**config.mk**
```make
export PLATFORM = sky130hd
export DESIGN_NAME = shift_reg_ctrl_flat
export DESIGN_NICKNAME = d
export VERILOG_FILES = /design/src/rtl/shift_reg_ctrl_if.sv /design/src/rtl/shift_reg_ctrl.sv /design/src/flat_wrapper.sv
export SDC_FILE = /design/constraint.sdc
export NUM_CORES = 1
export LEC_CHECK = 0
export BUFFER_PORTS_ARGS = -buffer_cell sky130_fd_sc_hd__buf_2
export CORE_ASPECT_RATIO = 0.8
export CORE_MARGIN = 2
export CORE_UTILIZATION = 35
export DETAILED_ROUTE_END_ITERATION = 7
export GPL_ROUTABILITY_DRIVEN = 0
export PLACE_DENSITY_LB_ADDON = 0.1
export SLEW_MARGIN = 0
export SYNTH_ARGS = -nofsm -noshare
export SYNTH_HDL_FRONTEND = slang
export SYNTH_SLANG_ARGS = --single-unit
```
**constraint.sdc**
```tcl
create_clock -name clk -period 1.9 [get_ports clk]
set_input_delay 0.38 -clock clk [delete_from_list [all_inputs] [get_ports clk]]
set_output_delay 0.38 -clock clk [all_outputs]
set_load 0.01 [all_outputs]
```
**src/rtl/shift_reg_ctrl_if.sv**
```systemverilog
// Command/feedback bus between the shift-register sequencer and its requester/register.
// master = requester side (drives command and register feedback), slave = sequencer.
interface shift_reg_ctrl_if #(
  parameter int unsigned WIDTH = 4,
  parameter int unsigned CNT_W = 3
);
  logic             start;
  logic [1:0]       cmd;
  logic [CNT_W-1:0] count;
  logic             ser_in;
  logic             rotate;
  logic [WIDTH-1:0] q_fb;
  logic [1:0]       sel;
  logic             sr_in;
  logic             sl_in;
  logic             busy;
  logic             done;

  modport master (
    output start, cmd, count, ser_in, rotate, q_fb,
    input  sel, sr_in, sl_in, busy, done
  );

  modport slave (
    input  start, cmd, count, ser_in, rotate, q_fb,
    output sel, sr_in, sl_in, busy, done
  );
endinterface

```
**src/rtl/shift_reg_ctrl.sv**
```systemverilog
// Sequencer for a 4-mode universal shift register: runs one load or N-place
// shift/rotate per start/done handshake and supplies the serial fill bits.
module shift_reg_ctrl #(
  parameter int unsigned WIDTH = 4,
  parameter int unsigned CNT_W = 3
) (
  input logic              clk,
  input logic              reset,
  shift_reg_ctrl_if.slave  bus
);

  typedef enum logic [1:0] {IDLE, LOAD, SHIFT, DONE} state_t;

  state_t           state, state_n;
  logic [CNT_W-1:0] cnt, cnt_n;
  logic [1:0]       dir_r, dir_n;
  logic [1:0]       sel_r, sel_n;
  logic             fill_r, fill_n;
  logic             rot_r, rot_n;
  logic             busy_r, busy_n;
  logic             done_r, done_n;

  always_ff @(posedge clk or posedge reset) begin
    if (reset) begin
      state  <= IDLE;
      cnt    <= '0;
      dir_r  <= 2'b00;
      sel_r  <= 2'b00;
      fill_r <= 1'b0;
      rot_r  <= 1'b0;
      busy_r <= 1'b0;
      done_r <= 1'b0;
    end else begin
      state  <= state_n;
      cnt    <= cnt_n;
      dir_r  <= dir_n;
      sel_r  <= sel_n;
      fill_r <= fill_n;
      rot_r  <= rot_n;
      busy_r <= busy_n;
      done_r <= done_n;
    end
  end

  // Next state; the registered outputs are decoded from the next state so they
  // line up with the state they describe.
  always_comb begin
    state_n = state;
    cnt_n   = cnt;
    dir_n   = dir_r;
    fill_n  = fill_r;
    rot_n   = rot_r;
    sel_n   = 2'b00;
    busy_n  = 1'b0;
    done_n  = 1'b0;

    unique case (state)
      IDLE: begin
        if (bus.start) begin
          fill_n = bus.ser_in;
          rot_n  = bus.rotate;
          dir_n  = bus.cmd;
          unique case (bus.cmd)
            2'b11: state_n = LOAD;
            2'b01, 2'b10: begin
              if (bus.count != '0) begin
                state_n = SHIFT;
                cnt_n   = bus.count;
              end else begin
                state_n = DONE;
              end
            end
            default: state_n = DONE;
          endcase
        end
      end
      LOAD:  state_n = DONE;
      SHIFT: begin
        cnt_n = cnt - CNT_W'(1);
        if (cnt == CNT_W'(1)) state_n = DONE;
      end
      DONE:  state_n = IDLE;
      default: state_n = IDLE;
    endcase

    unique case (state_n)
      LOAD: begin
        sel_n  = 2'b11;
        busy_n = 1'b1;
      end
      SHIFT: begin
        sel_n  = dir_n;
        busy_n = 1'b1;
      end
      DONE:    done_n = 1'b1;
      default: sel_n  = 2'b00;
    endcase
  end

  assign bus.sel  = sel_r;
  assign bus.busy = busy_r;
  assign bus.done = done_r;

  // Rotate feeds the opposite end of the register back in.
  assign bus.sr_in = rot_r ? bus.q_fb[0]       : fill_r;
  assign bus.sl_in = rot_r ? bus.q_fb[WIDTH-1] : fill_r;

endmodule
```
**src/flat_wrapper.sv**
```systemverilog
// flat-port wrapper written by rule: the top's interface ports become plain ports
module shift_reg_ctrl_flat 
#(
  parameter int unsigned WIDTH = 4,
  parameter int unsigned CNT_W = 3
)
  (clk, reset, bus_start, bus_cmd, bus_count, bus_ser_in, bus_rotate, bus_q_fb, bus_sel, bus_sr_in, bus_sl_in, bus_busy, bus_done);
  shift_reg_ctrl_if #(.WIDTH(WIDTH), .CNT_W(CNT_W)) bus_i ();
  input logic clk;
  input logic reset;
  input wire logic [$bits(bus_i.start)-1:0] bus_start;
  input wire logic [$bits(bus_i.cmd)-1:0] bus_cmd;
  input wire logic [$bits(bus_i.count)-1:0] bus_count;
  input wire logic [$bits(bus_i.ser_in)-1:0] bus_ser_in;
  input wire logic [$bits(bus_i.rotate)-1:0] bus_rotate;
  input wire logic [$bits(bus_i.q_fb)-1:0] bus_q_fb;
  output wire logic [$bits(bus_i.sel)-1:0] bus_sel;
  output wire logic [$bits(bus_i.sr_in)-1:0] bus_sr_in;
  output wire logic [$bits(bus_i.sl_in)-1:0] bus_sl_in;
  output wire logic [$bits(bus_i.busy)-1:0] bus_busy;
  output wire logic [$bits(bus_i.done)-1:0] bus_done;
  assign bus_i.start = bus_start;
  assign bus_i.cmd = bus_cmd;
  assign bus_i.count = bus_count;
  assign bus_i.ser_in = bus_ser_in;
  assign bus_i.rotate = bus_rotate;
  assign bus_i.q_fb = bus_q_fb;
  assign bus_sel = bus_i.sel;
  assign bus_sr_in = bus_i.sr_in;
  assign bus_sl_in = bus_i.sl_in;
  assign bus_busy = bus_i.busy;
  assign bus_done = bus_i.done;
  shift_reg_ctrl #(.WIDTH(WIDTH), .CNT_W(CNT_W)) u_core (.clk(clk), .reset(reset), .bus(bus_i));
endmodule
```
After elaboration in Yosys (flattened, before gate mapping)

Cells that the tools add are included.

Register bits after elaboration: 13
Bits of input ports: 14
Output and inout bits: 6

Add/subtract/negate cells: 1
Equal/unequal tests: 13
Muxes and demuxes: 16
Reduce and logical (&&, ||, !) cells: 7

Operator list:

| cell                  | count |
|---|---|
| $eq A2 B2 Y1 const B  | 6 |
| $mux W3               | 3 |
| $mux W2               | 4 |
| $pmux W2 S2           | 2 |
| $pmux W2 S4           | 1 |
| $eq A2 B1 Y1 const B  | 3 |
| $pmux W3 S2           | 1 |
| $mux W1               | 5 |
| $ne A2 B2 Y1 const B  | 2 |
| $reduce_and A4 Y1     | 1 |
| $reduce_or A2 Y1      | 2 |
| $eq A3 B1 Y1 const B  | 1 |
| $reduce_bool A3 Y1    | 1 |
| $sub A3 B1 Y3 const B | 1 |
| $logic_not A2 Y1      | 1 |
| $ne A2 B1 Y1 const B  | 1 |
| $reduce_and A2 Y1     | 1 |
| $reduce_bool A2 Y1    | 1 |

Longest topological paths before layout

Word-level depth: 8
Depth in mapped cells: 9
Mapped depth without buffers: 9

Least setup slack after synthesis

Ideal clock, no wire load.

Path type: in2reg
Start point: in bus_cmd[0]
End point: reg u_core.sel_r[0] (netlist: u_core.bus.sel[0])
Setup time: 0.118 ns
Data arrival time: 1.680 ns
Slack: 0.102 ns
Stages: 8
Cells stage by stage: ha_1 > or2b_1 > a211oi_1 > nor2_1 > mux2_2 > ha_1 > a21oi_1 > nor2_1

Cells in the longest elaborated chain, start to end: 7
Elaborated cells on any way between the ends: 12
Classes of those cells: eq/ne: 5; mux: 6; reduce/logical: 1

RTL lines:

| what                                                | line                 | text |
|---|---|---|
| start, declared                                     | flat_wrapper.sv:12   | `input wire logic [$bits(bus_i.cmd)-1:0] bus_cmd;` |
| $eq A2 B1 Y1 / $eq A2 B2 Y1 (equally long branches) | shift_reg_ctrl.sv:63 | `unique case (bus.cmd)` |
| $reduce_or A2 Y1                                    | shift_reg_ctrl.sv:63 |  |
| $pmux W2 S2 (*)                                     | shift_reg_ctrl.sv:63 |  |
| $mux W2 (*)                                         | shift_reg_ctrl.sv:59 | `if (bus.start) begin` |
| $pmux W2 S4 (*)                                     | shift_reg_ctrl.sv:57 | `unique case (state)` |
| via u_core.state_n[0]                               | shift_reg_ctrl.sv:14 | `state_t state, state_n;` |
| $eq A2 B2 Y1 / $eq A2 B1 Y1 (equally long branches) | shift_reg_ctrl.sv:86 | `unique case (state_n)` |
| $pmux W2 S2 (*)                                     | shift_reg_ctrl.sv:86 |  |
| via u_core.sel_n[0]                                 | shift_reg_ctrl.sv:17 | `logic [1:0] sel_r, sel_n;` |
| end signal, assigned                                | shift_reg_ctrl.sv:37 | `sel_r <= sel_n;` |
| end, declared                                       | shift_reg_ctrl.sv:17 |  |

Mark *: on every way through the listed nets, which the timed path passes. The rest lies on a longest branch.
A chain may end at the register's enable or synchronous reset.

Worst setup path after layout

Start point: reg u_core.cnt[0]
End point: reg u_core.sel_r[0] (netlist: u_core.bus.sel[0])

Cells in the longest elaborated chain, start to end: 5
Elaborated cells on any way between the ends: 6
Classes of those cells: eq/ne: 3; mux: 3

RTL lines:

| what                                                | line                 | text |
|---|---|---|
| start, declared                                     | shift_reg_ctrl.sv:15 | `logic [CNT_W-1:0] cnt, cnt_n;` |
| start signal, assigned                              | shift_reg_ctrl.sv:35 | `cnt <= cnt_n;` |
| $eq A3 B1 Y1 (*)                                    | shift_reg_ctrl.sv:80 | `if (cnt == CNT_W'(1)) state_n = DONE;` |
| $mux W2 (*)                                         | shift_reg_ctrl.sv:80 |  |
| $pmux W2 S4 (*)                                     | shift_reg_ctrl.sv:57 |  |
| via u_core.state_n[0]                               | shift_reg_ctrl.sv:14 |  |
| $eq A2 B2 Y1 / $eq A2 B1 Y1 (equally long branches) | shift_reg_ctrl.sv:86 |  |
| $pmux W2 S2 (*)                                     | shift_reg_ctrl.sv:86 |  |
| via u_core.sel_n[0]                                 | shift_reg_ctrl.sv:17 |  |

Marked as above.

==> impl_metrics.csv <==
group,metric,value,unit
status,outcome,"finished clean",
cts,cts_hold_buf,0,
logic_synthesis,synthCells,77,
routing,wire_per_inst,11.1,um
critical_path,r2r_cells,8,
cts,clk_pin_slew,90,ps
routing,firstDrtPassIters,4,
min_path,hp-class,"input port to asynchronous set/reset pin",
cts,cts_buffers,3,
timing,worst_slew_pin_slew,503,ps
timing,hold_viol_final,0,
timing,fmax,567,MHz
critical_path,cp-end-kind,"register",
cts,clk_latency,280,ps
final_layout,antenna-diode-count,0,
cts,clock_sinks,13,
final_layout,area_growth,24.0,%
critical_path,worstPathArrival,1940,ps
timing,finalCritPeriodShare,92.8,%
cts,post_cts_buffers,0,
timing,maxSlewViolCount,0,
global_route,overflow,0,
timing,fin_skew,7.41,ps
global_route,grtUsageTotal,12.9,%
timing,relSlewSlack,66.4,%
critical_path,crit_end,"u_core.bus.sel[0]$_DFF_PP0_",
die,die_w,57.2,um
logic_synthesis,synth_seq_cells,13,
critical_path,crit_required,2080,ps
routing,drt_iter0_drc,11,
logic_synthesis,yosysUniqueCellTypes,25,
logic_synthesis,netlist_area,792,um^2
critical_path,r2r_slack,140,ps
routing,drc_errors,0,
routing,avgViaCountPerCell,4.80,
pwr,total_power,1.57,mW
final_layout,drive_gt1_share,35.6,%
global_route,grt_pass1_wl,2.49,mm
timing,rsz0062_at_grt,"no",
final_layout,final_util,45.9,%
pwr,leakage,0.538,nW
placement,dp_hpwl,1.16,mm
routing,postRouteAntennaNets,0,
routing,wl,1.43,mm
final_layout,layout.nets,129,
placement,portBuffers,17,
cts,cts_resized,0,
job,cap_viol_max_count,0,
die,die_h,46.5,um
timing,timing.setup.tns,0,ps
pwr,p_per_area,1590,nW/um^2
cts,cts_buffer_depth,2,
logic_synthesis,syn_avg_cell_area,10.3,um^2
timing,fin_crit,1760,ps
critical_path,critPathLaunch,"u_core.cnt[0]$_DFFE_PP0P_",
timing,setup_viol,0,
global_route,grt_max_degree,14,
critical_path,start_kind,"register",
critical_path,r2r_end,"u_core.bus.sel[0]$_DFF_PP0_",
logic_synthesis,synth_nets,101,
routing,vias,619,
cts,cts_max_level,1,
critical_path,crit_fanout,5,
logic_synthesis,synth_warnings,0,
die,ios,20,
cts,clockRootBuffer,"clkbuf_4",
global_route,first_global_vias,595,
die,core-area,2140,um^2
critical_path,crit_type,"register to register",
critical_path,worstReg2RegStart,"u_core.cnt[0]$_DFFE_PP0P_",
logic_synthesis,ys_seq_area_share,41.1,%
die,die_area,2660,um^2
die,initial_core_util,37.0,%
die,row_count,15,
global_route,antenna_found_initial,0,
pwr,vdd_ir_drop_max,0.000761,V
cts,cts_tree,"yes",
## cell usage after synthesis, drive strengths merged
library cell  count  area (um^2)
a21oi             2         10.0
a211oi            1         7.51
mux2              5         56.3
nor3              1         5.00
dfrtp            13          325
o221ai            1         8.76
a21o              1         7.51
o21ai             3         15.0
mux2i             3         30.0
nor2              5         18.8
nand2b            4         25.0
a31oi             2         12.5
inv              10         37.5
nand3             1         5.00
o211ai            1         7.51
nand4b            1         8.76
or2b              1         7.51
or3b              1         8.76
ha               10          125
buf               2         16.3
nor4bb            1         10.0
a21bo             1         10.0
nand2             7         33.8
## cells by family (layout without fill, tap and decap cells)
family                     Yosys count  count (layout)  synth area share [%]
AOI/OAI and AO/OA                   12              12                  9.95
buffers and inverters               12              39                  6.79
adders and majority gates           10              10                  15.8
muxes                                8               8                  10.9
and+or+nand+nor                     22              22                  15.5
DFF                                 13              13                  41.1
## cells in the final DEF (no fill, tap or decap)
cell      netlist  final
o221ai_1        1      1
a21o_1          1      1
nand2_4         1      1
ha_2            0      1
dfrtp_1        13     13
a211oi_1        1      1
or2b_1          1      1
nand4b_1        1      1
ha_1           10      9
a21bo_2         1      1
mux2i_1         3      3
o211ai_1        1      1
nand2_1         6      6
nor3_1          1      1
a31oi_1         2      2
o21ai_0         3      3
nand3_1         1      1
or3b_1          1      1
a21oi_1         2      2
buf_4           0      8
buf_2           1     17
clkinv_2        0      1
nor2_1          5      5
inv_1          10     10
nand2b_1        4      4
nor4bb_1        1      1
mux2_2          5      5
clkbuf_4        0      3
## how the worst min path moves through the flow
stage	endpoint	start	slack, ps	cells after the start
6_report	u_core.dir_r[0]$_DFF_PP0_	reset	110	2
5_1_grt	u_core.cnt[2]$_DFFE_PP0P_	reset	160	2
4_1_cts	u_core.dir_r[0]$_DFF_PP0_	reset	130	2
3_5_place_dp	u_core.fill_r$_DFFE_PP0P_	reset	450	2
3_3_place_gp	u_core.cnt[0]$_DFFE_PP0P_	reset	440	2
2_1_floorplan	u_core.bus.busy$_DFF_PP0_	reset	260	1
## metrics by stage
step | setup WS [ps] | area (um^2) | std cells | hold WS [ps]
2_1_floorplan | 102 | 792 | 77 | 257
3_3_place_gp | -140 | 952 | 125 | 441
3_5_place_dp | -160 | 952 | 125 | 447
4_1_cts | 79.6 | 980 | 129 | 127
5_1_grt | 12.1 | 982 | 129 | 159
6_report | 137 | 982 | 129 | 111
## area by class of cell
| cell class | count | area (um^2) |
|---|---|---|
| fillers | 219 | 1160 |
| multi-input cells | 52 | 415 |
| flip-flops and latches | 13 | 325 |
| repair buffers | 25 | 145 |
| inverters | 10 | 37.5 |
| well taps | 25 | 31.3 |
| clock buffers | 3 | 22.5 |
| clock inverters | 1 | 5.00 |
## per-layer routing
layer	track usage [%]	part of all wire [%]
met1	16.9	51
met2	19.3	42
met3	6.18	7.3
met4	2.79	0
met5	0	0
## power breakdown
group	switching, mW	internal (mW)	total [mW]	leakage (nW)
sequential	0.0706	0.417	0.487	0.158
clock	0.0946	0.0781	0.173	0.0177
combinational	0.453	0.454	0.906	0.362
total	0.618	0.948	1.57	0.538
## state kept, by name, summed over array words and instances (netlist names)
signal           count
u_core.cnt           3
u_core.state         2
u_core.fill_r        1
u_core.dir_r         2
u_core.rot_r         1
u_core.bus.done      1
u_core.bus.sel       2
u_core.bus.busy      1
## worst max-delay path, stage by stage (launching register included)
cell and delay, ps:
dfrtp_1 440, ha_1 220, inv_1 60, o21ai_0 80, a21o_1 200, mux2_2 270, ha_1 210, a21oi_1 140
nor2_1 50
(Power assumes the default switching activity.)
